[config.mk]
export PLATFORM = sky130hd
export DESIGN_NAME = hazard_unit_mc_flat
export DESIGN_NICKNAME = d
export VERILOG_FILES = /design/src/rtl/hazard_pkg.sv /design/src/rtl/hazard_unit_mc_if.sv /design/src/rtl/hazard_unit_mc_md_seq.sv /design/src/rtl/hazard_unit_mc.sv /design/src/flat_wrapper.sv
export SDC_FILE = /design/constraint.sdc
export NUM_CORES = 1
export LEC_CHECK = 0
export CORE_UTILIZATION = 50
export DETAILED_ROUTE_END_ITERATION = 8
export PLACE_DENSITY = 0.93
export SYNTH_ARGS = -nofsm -noshare
export SYNTH_HDL_FRONTEND = slang
export SYNTH_SLANG_ARGS = --single-unit
[constraint.sdc]
create_clock -name clk -period 5.42 [get_ports clk]
set_input_delay 1.084 -clock clk [delete_from_list [all_inputs] [get_ports clk]]
set_output_delay 1.084 -clock clk [all_outputs]
set_load 0.005 [all_outputs]
[src/rtl/hazard_pkg.sv]
// Shared encodings for the hazard controller of the 5-stage core.
// Holds the ResultSrc/PCSrc codes the unit decodes, the forwarding-mux
// select encoding and the MUL/DIV sequencer state type.
package hazard_pkg;

    localparam logic [1:0] RESULT_LOAD = 2'b01;
    localparam logic [1:0] PCSRC_BR    = 2'b01;
    localparam logic [1:0] PCSRC_JMP   = 2'b10;

    typedef enum logic [1:0] {
        FWD_RF = 2'b00,
        FWD_W  = 2'b01,
        FWD_M  = 2'b10
    } fwd_sel_t;

    typedef enum logic [1:0] {
        MD_IDLE,
        MD_BUSY,
        MD_DONE
    } md_state_t;

endpackage

[src/rtl/hazard_unit_mc_if.sv]
// Bundle of every pipeline-to-hazard-unit signal.
//   master : the pipeline datapath; drives register indices and stage
//            controls, receives forward selects, stalls, flushes,
//            sequencer status and perf counters.
//   slave  : the hazard unit itself (opposite directions).
interface hazard_unit_mc_if #(
    parameter int RA_W  = 5,
    parameter int CNT_W = 32
);
    logic [RA_W-1:0]  RS1_E, RS2_E, RD_E, RD_M, RD_W, RS1_D, RS2_D;
    logic             RegWrite_M, RegWrite_W;
    logic [1:0]       ResultSrc_E;
    logic             MulDiv_E;
    logic             MemReq_M, MemReady_M;
    logic [1:0]       PCSrc;
    logic [1:0]       ForwardAE, ForwardBE;
    logic             StallF, StallD, StallE, StallM;
    logic             FlushD, FlushE, FlushM, FlushW;
    logic             md_busy, md_done;
    logic [CNT_W-1:0] stall_cnt, flush_cnt;

    modport master (
        output RS1_E, RS2_E, RD_E, RD_M, RD_W, RS1_D, RS2_D,
               RegWrite_M, RegWrite_W, ResultSrc_E, MulDiv_E,
               MemReq_M, MemReady_M, PCSrc,
        input  ForwardAE, ForwardBE, StallF, StallD, StallE, StallM,
               FlushD, FlushE, FlushM, FlushW, md_busy, md_done,
               stall_cnt, flush_cnt
    );

    modport slave (
        input  RS1_E, RS2_E, RD_E, RD_M, RD_W, RS1_D, RS2_D,
               RegWrite_M, RegWrite_W, ResultSrc_E, MulDiv_E,
               MemReq_M, MemReady_M, PCSrc,
        output ForwardAE, ForwardBE, StallF, StallD, StallE, StallM,
               FlushD, FlushE, FlushM, FlushW, md_busy, md_done,
               stall_cnt, flush_cnt
    );
endinterface

[src/rtl/hazard_unit_mc_md_seq.sv]
// MUL/DIV sequencer for the E stage.
// Ports: clk, reset (sync, active-high), MulDiv_E (op in E),
//        mem_stall (data-memory wait state), md_stall (hold F/D/E),
//        md_busy (not idle), md_done (last E cycle, result valid).
// An op occupies E for MD_LAT cycles: the first cycle is seen in IDLE,
// the remaining stall cycles in BUSY, and the final cycle in DONE.
module md_seq
    import hazard_pkg::*;
#(
    parameter int MD_LAT = 4
) (
    input  logic clk,
    input  logic reset,
    input  logic MulDiv_E,
    input  logic mem_stall,
    output logic md_stall,
    output logic md_busy,
    output logic md_done
);
    localparam int CW = (MD_LAT > 2) ? $clog2(MD_LAT - 1) : 1;
    localparam logic [CW-1:0] CNT_LOAD = CW'((MD_LAT > 2) ? MD_LAT - 2 : 0);

    md_state_t       state, state_n;
    logic [CW-1:0]   cnt, cnt_n;

    // cnt holds the BUSY cycles still to run; BUSY is left on the cycle
    // the count would reach zero, so the IDLE cycle plus BUSY give
    // exactly MD_LAT-1 stalls. With MD_LAT==2 the IDLE cycle alone is
    // the one stall, so BUSY is skipped.
    always_comb begin
        // NOTE: every always_comb output gets a default first so no path
        // leaves it unassigned and infers a latch.
        state_n = state;
        cnt_n   = cnt;
        unique case (state)
            MD_IDLE: begin
                if (MulDiv_E && !mem_stall && MD_LAT > 1) begin
                    state_n = (MD_LAT == 2) ? MD_DONE : MD_BUSY;
                    cnt_n   = CNT_LOAD;
                end
            end
            MD_BUSY: begin
                // Counting continues under mem_stall: the unit keeps working.
                cnt_n = (cnt == '0) ? '0 : cnt - CW'(1);
                if (cnt <= CW'(1))
                    state_n = MD_DONE;
            end
            MD_DONE: begin
                if (!mem_stall)
                    state_n = MD_IDLE;
            end
            default: state_n = MD_IDLE;
        endcase
    end

    always_ff @(posedge clk) begin
        // NOTE: state registers use non-blocking assignments so every
        // flop samples pre-edge values regardless of statement order.
        if (reset) begin
            state <= MD_IDLE;
            cnt   <= '0;
        end else begin
            state <= state_n;
            cnt   <= cnt_n;
        end
    end

    // Gated by reset so an abandoned op neither stalls nor reports done.
    assign md_stall = !reset &&
                      ((state == MD_IDLE && MulDiv_E && MD_LAT > 1) ||
                       state == MD_BUSY);
    assign md_busy  = (state != MD_IDLE);
    assign md_done  = !reset && (state == MD_DONE);

endmodule

[src/rtl/hazard_unit_mc.sv]
// Hazard controller for the F/D/E/M/W pipeline.
// Ports: clk, reset (sync, active-high), hz (slave side of
// hazard_unit_mc_if: register indices and stage controls in; forward
// selects, stage stalls/flushes, MUL/DIV status and saturating
// stall/flush perf counters out).
// Priority: data-memory wait > MUL/DIV > load-use / redirect.
module hazard_unit_mc
    import hazard_pkg::*;
#(
    parameter int RA_W   = 5,
    parameter int MD_LAT = 4,
    parameter int CNT_W  = 32
) (
    input  logic             clk,
    input  logic             reset,
    hazard_unit_mc_if.slave  hz
);
    logic mem_stall, md_stall, stall_e, lwstall, redirect, stall_f;
    logic [CNT_W-1:0] stall_cnt, flush_cnt;

    // M is the younger producer, so it wins over W; x0 never forwards.
    function automatic fwd_sel_t fwd_sel(input logic [RA_W-1:0] rs,
                                         input logic [RA_W-1:0] rd_m,
                                         input logic [RA_W-1:0] rd_w,
                                         input logic            we_m,
                                         input logic            we_w);
        if (rs != '0 && we_m && rs == rd_m)
            return FWD_M;
        else if (rs != '0 && we_w && rs == rd_w)
            return FWD_W;
        else
            return FWD_RF;
    endfunction

    md_seq #(.MD_LAT(MD_LAT)) u_md_seq (
        .clk       (clk),
        .reset     (reset),
        .MulDiv_E  (hz.MulDiv_E),
        .mem_stall (mem_stall),
        .md_stall  (md_stall),
        .md_busy   (hz.md_busy),
        .md_done   (hz.md_done)
    );

    assign mem_stall = hz.MemReq_M && !hz.MemReady_M;
    assign stall_e   = mem_stall || md_stall;

    // Load-use and redirect are decided by E; while E is frozen the
    // instruction there has not really executed, so both are suppressed.
    assign lwstall  = (hz.ResultSrc_E == RESULT_LOAD) && (hz.RD_E != '0) &&
                      (hz.RS1_D == hz.RD_E || hz.RS2_D == hz.RD_E) && !stall_e;
    assign redirect = (hz.PCSrc == PCSRC_BR || hz.PCSrc == PCSRC_JMP) && !stall_e;
    assign stall_f  = stall_e || lwstall;

    assign hz.ForwardAE = fwd_sel(hz.RS1_E, hz.RD_M, hz.RD_W, hz.RegWrite_M, hz.RegWrite_W);
    assign hz.ForwardBE = fwd_sel(hz.RS2_E, hz.RD_M, hz.RD_W, hz.RegWrite_M, hz.RegWrite_W);

    assign hz.StallF = stall_f;
    assign hz.StallD = stall_f && !redirect;   // redirected D content is dead anyway
    assign hz.StallE = stall_e;
    assign hz.StallM = mem_stall;
    assign hz.FlushD = redirect;
    assign hz.FlushE = lwstall || redirect;
    assign hz.FlushM = md_stall && !mem_stall; // bubble behind the frozen MUL/DIV
    assign hz.FlushW = mem_stall;              // M not retiring: W gets a bubble

    always_ff @(posedge clk) begin
        if (reset) begin
            stall_cnt <= '0;
            flush_cnt <= '0;
        end else begin
            if (stall_f && stall_cnt != '1)
                stall_cnt <= stall_cnt + CNT_W'(1);
            if (redirect && flush_cnt != '1)
                flush_cnt <= flush_cnt + CNT_W'(1);
        end
    end

    assign hz.stall_cnt = stall_cnt;
    assign hz.flush_cnt = flush_cnt;

endmodule

[src/flat_wrapper.sv]
// flat-port wrapper written by rule: the top's interface ports become plain ports
module hazard_unit_mc_flat import hazard_pkg::*;
#(
    parameter int RA_W   = 5,
    parameter int MD_LAT = 4,
    parameter int CNT_W  = 32
)
  (clk, reset, hz_RS1_E, hz_RS2_E, hz_RD_E, hz_RD_M, hz_RD_W, hz_RS1_D, hz_RS2_D, hz_RegWrite_M, hz_RegWrite_W, hz_ResultSrc_E, hz_MulDiv_E, hz_MemReq_M, hz_MemReady_M, hz_PCSrc, hz_ForwardAE, hz_ForwardBE, hz_StallF, hz_StallD, hz_StallE, hz_StallM, hz_FlushD, hz_FlushE, hz_FlushM, hz_FlushW, hz_md_busy, hz_md_done, hz_stall_cnt, hz_flush_cnt);
  hazard_unit_mc_if #(.RA_W(RA_W), .CNT_W(CNT_W)) hz_i ();
  input  logic clk;
  input  logic reset;
  input wire logic [$bits(hz_i.RS1_E)-1:0] hz_RS1_E;
  input wire logic [$bits(hz_i.RS2_E)-1:0] hz_RS2_E;
  input wire logic [$bits(hz_i.RD_E)-1:0] hz_RD_E;
  input wire logic [$bits(hz_i.RD_M)-1:0] hz_RD_M;
  input wire logic [$bits(hz_i.RD_W)-1:0] hz_RD_W;
  input wire logic [$bits(hz_i.RS1_D)-1:0] hz_RS1_D;
  input wire logic [$bits(hz_i.RS2_D)-1:0] hz_RS2_D;
  input wire logic [$bits(hz_i.RegWrite_M)-1:0] hz_RegWrite_M;
  input wire logic [$bits(hz_i.RegWrite_W)-1:0] hz_RegWrite_W;
  input wire logic [$bits(hz_i.ResultSrc_E)-1:0] hz_ResultSrc_E;
  input wire logic [$bits(hz_i.MulDiv_E)-1:0] hz_MulDiv_E;
  input wire logic [$bits(hz_i.MemReq_M)-1:0] hz_MemReq_M;
  input wire logic [$bits(hz_i.MemReady_M)-1:0] hz_MemReady_M;
  input wire logic [$bits(hz_i.PCSrc)-1:0] hz_PCSrc;
  output wire logic [$bits(hz_i.ForwardAE)-1:0] hz_ForwardAE;
  output wire logic [$bits(hz_i.ForwardBE)-1:0] hz_ForwardBE;
  output wire logic [$bits(hz_i.StallF)-1:0] hz_StallF;
  output wire logic [$bits(hz_i.StallD)-1:0] hz_StallD;
  output wire logic [$bits(hz_i.StallE)-1:0] hz_StallE;
  output wire logic [$bits(hz_i.StallM)-1:0] hz_StallM;
  output wire logic [$bits(hz_i.FlushD)-1:0] hz_FlushD;
  output wire logic [$bits(hz_i.FlushE)-1:0] hz_FlushE;
  output wire logic [$bits(hz_i.FlushM)-1:0] hz_FlushM;
  output wire logic [$bits(hz_i.FlushW)-1:0] hz_FlushW;
  output wire logic [$bits(hz_i.md_busy)-1:0] hz_md_busy;
  output wire logic [$bits(hz_i.md_done)-1:0] hz_md_done;
  output wire logic [$bits(hz_i.stall_cnt)-1:0] hz_stall_cnt;
  output wire logic [$bits(hz_i.flush_cnt)-1:0] hz_flush_cnt;
  assign hz_i.RS1_E = hz_RS1_E;
  assign hz_i.RS2_E = hz_RS2_E;
  assign hz_i.RD_E = hz_RD_E;
  assign hz_i.RD_M = hz_RD_M;
  assign hz_i.RD_W = hz_RD_W;
  assign hz_i.RS1_D = hz_RS1_D;
  assign hz_i.RS2_D = hz_RS2_D;
  assign hz_i.RegWrite_M = hz_RegWrite_M;
  assign hz_i.RegWrite_W = hz_RegWrite_W;
  assign hz_i.ResultSrc_E = hz_ResultSrc_E;
  assign hz_i.MulDiv_E = hz_MulDiv_E;
  assign hz_i.MemReq_M = hz_MemReq_M;
  assign hz_i.MemReady_M = hz_MemReady_M;
  assign hz_i.PCSrc = hz_PCSrc;
  assign hz_ForwardAE = hz_i.ForwardAE;
  assign hz_ForwardBE = hz_i.ForwardBE;
  assign hz_StallF = hz_i.StallF;
  assign hz_StallD = hz_i.StallD;
  assign hz_StallE = hz_i.StallE;
  assign hz_StallM = hz_i.StallM;
  assign hz_FlushD = hz_i.FlushD;
  assign hz_FlushE = hz_i.FlushE;
  assign hz_FlushM = hz_i.FlushM;
  assign hz_FlushW = hz_i.FlushW;
  assign hz_md_busy = hz_i.md_busy;
  assign hz_md_done = hz_i.md_done;
  assign hz_stall_cnt = hz_i.stall_cnt;
  assign hz_flush_cnt = hz_i.flush_cnt;
  hazard_unit_mc #(.RA_W(RA_W), .MD_LAT(MD_LAT), .CNT_W(CNT_W)) u_core (.clk(clk), .reset(reset), .hz(hz_i));
endmodule
==> results.toml <==
[cts]
htreeDepth = 3
cts_resized = 0
numCtsBuffers = 9
cts_sinks = 68
cts_setup_buffers = 0
hold_buffers = 0
clockBufferDepth = 2
cts_tree = "built"
ctsRootBufferMaster = "clkbuf_8"
clk_latency_ns = 0.33
clkTransAtPathRegs_ns = 0.06

[run_status]
status = "complete, no violations"

[timing]
max_freq_ghz = 0.222
post-route-period-util = 0.831
timing.final.hold_violations = 0
maxSlewViolCount = 0
hold_slack_ns = 0.500
grt_setup_unrepaired = "no"
clock_skew_ns = 0.0107
tns_ns = 0
worst_slew_pin_slew_ns = 0.613
setup_viol = 0
max_slew_margin = 0.591
fin_crit_ns = 4.50

[global_route]
antenna_found_initial = 0
first_global_vias = 3331
grt_max_degree = 44
grt_overflow_total = 0
grt_usage = 0.243
grt_pass1_wl_um = 14900

[synth]
ys.flop_type = "dfxtp_1"
yosysSeqAreaShare = 0.370
synthArstFlopShare = 0
synth_cell_types = 51
syn_nets = 494
synth_area_um2 = 3680
synth_warnings = 0
synth_seq_cells = 68
synth_edf_count = 0
synth_area_per_cell_um2 = 8.25
synthCells = 446

[route]
wire_per_inst_um = 14.3
antenna_left = 0
drt-pass1-iter-count = 5
vias_per_cell = 5.47
drt_wl_total_um = 9520
drc = 0
drtIter0Drc = 153
vias = 3649

[setup_path]
cp_cell_sequence = "clkdlybuf4s50_1 > or4_1 > nor2_1 > nor3b_1 > a21oi_2 > inv_2 > clkdlybuf4s50_1"
cp_data_required_time_ns = 4.34
worstSetupPathType = "primary input to output pin"
worst_path_max_delay_cell = "or4_1"
end_kind = "output pin"
critPathMaxStageDelay_ns = 0.54
worstPathArrival_ns = 3.42
crit_fanout = 18
cp-start-kind = "primary input"
ff2ff_path_depth = 6
crit_top_cell = "clkdlybuf4s50_1"

[die]
start_util = 0.530
die-area_um2 = 7700
io_pins = 124
dieWidth_um = 87.8
rows = 30
fp.dieH_um = 87.8
fp.coreArea_um2 = 6940

[cells_and_area]
n_antenna_cell = 0
area_growth_pct = 39.6
fin_cells = 667
final_nets = 615
drive_gt1_frac = 0.0560
final_core_util = 0.739
fillers = 503

[worst_hold_path]
hold_path.class = "flop to flop"
whs_path_depth = 2

[power_and_ir_drop]
power.leakage_nw = 1.76
ir_drop_v = 0.000157
power-per-cell-area_nw_per_um2 = 196

[placement]
dp_cells = 652
io_buffers = 123
hpwl_um = 7250
gp_congestion = 0.817

[job]
maxCapViolations = 0
-- cells in the mapped netlist (11+ instances only) --
master / n / area, µm²
o21ai_0: 11 / 55.1
nand2_1: 31 / 116
dfxtp_1: 68 / 1360
nand3_1: 31 / 155
nor4_1: 11 / 68.8
a21oi_1: 14 / 70.1
xor2_1: 41 / 359
xnor2_1: 38 / 333
nor2_1: 74 / 278
nand4_1: 24 / 150
-- layout make-up --
type / count / area (µm²) / area share
well taps: 96 / 120 / 0.0234
flip-flops and latches: 68 / 1360 / 0.265
inverters: 8 / 30.0 / 0.00585
clock inverters: 2 / 10.0 / 0.00195
repair buffers: 124 / 1230 / 0.240
clock buffers: 13 / 159 / 0.0309
multi-input cells: 356 / 2220 / 0.433
-- stage by stage --
step / worst slack (ns) / instance area, µm² / power [W]
2_1_floorplan: 2.00 / 3680 / 0.000586
3_3_place_gp: 0.990 / 4970 / 0.000654
3_5_place_dp: 0.935 / 4970 / 0.000658
4_1_cts: 0.928 / 5130 / 0.00102
5_1_grt: 0.791 / 5130 / 0.00105
6_report: 0.916 / 5130 / 0.00101
-- state kept, by name, indices dropped and copies added (netlist names) --
| name | flops |
|---|---|
| u_core.u_md_seq.cnt | 2 |
| u_core.hz.stall_cnt | 32 |
| u_core.hz.flush_cnt | 32 |
| u_core.u_md_seq.state | 2 |
-- path summary, 6_finish.rpt --
kind	startpoint	endpoint	slack [ns]
setup reg to reg	u_core.hz.stall_cnt[10]	u_core.hz.stall_cnt[17]	2.85
hold reg to reg	u_core.u_md_seq.cnt[0]	u_core.u_md_seq.cnt[0]	0.50
setup / recovery	hz_RD_E[0]	hz_StallF	0.92
hold / removal	u_core.u_md_seq.cnt[0]	u_core.u_md_seq.cnt[0]	0.50
-- critical path, delay by kind of cell --
family                 cells  cell delay, ns
and+or+nand+nor            3            0.73
AOI/OAI and AO/OA          1            0.38
buffers and inverters      3            1.23
-- placed cells by master, fill, tap and decap left out, types with 4 or more instances in the layout --
master           instances
nand4_1                 24
or4_1                    6
and4_1                   7
nor3_1                   7
clkdlybuf4s50_1        122
and2_1                   6
clkbuf_8                11
and3_1                   8
inv_1                    7
dfxtp_1                 68
nor4_1                  11
xnor2_1                 38
nor2_1                  74
a21oi_1                 14
nor2b_1                  5
mux2_2                   4
o21ai_0                 11
or3_1                    8
nand3_1                 31
xor2_1                  41
nand2_1                 31
-- power by group --
part | switching [W] | leakage (nW) | internal (W)
Sequential | 0.00000837 | 0.549 | 0.000505
Combinational | 0.0000594 | 1.12 | 0.0000748
Clock | 0.000172 | 0.0893 | 0.000188
Total | 0.000240 | 1.76 | 0.000768
-- logic make-up (layout without fill, tap and decap cells) --
logic type                 count (synthesis)  in the layout  synth area share
and+or+nand+nor                          231            231             0.328
adders and majority gates                  2              2           0.00680
muxes                                      5              5            0.0150
xor gates and xnor gates                  79             79             0.188
DFF                                       68             68             0.370
buffers and inverters                     22            147            0.0259
AOI/OAI and AO/OA                         39             39            0.0664
-- layer usage --
layer  track usage  share of wire
met3        0.0556          0.076
met1         0.277           0.42
met4         0.101          0.015
met5             0              0
met2         0.437           0.49
Power figures use the tool's default switching activity.
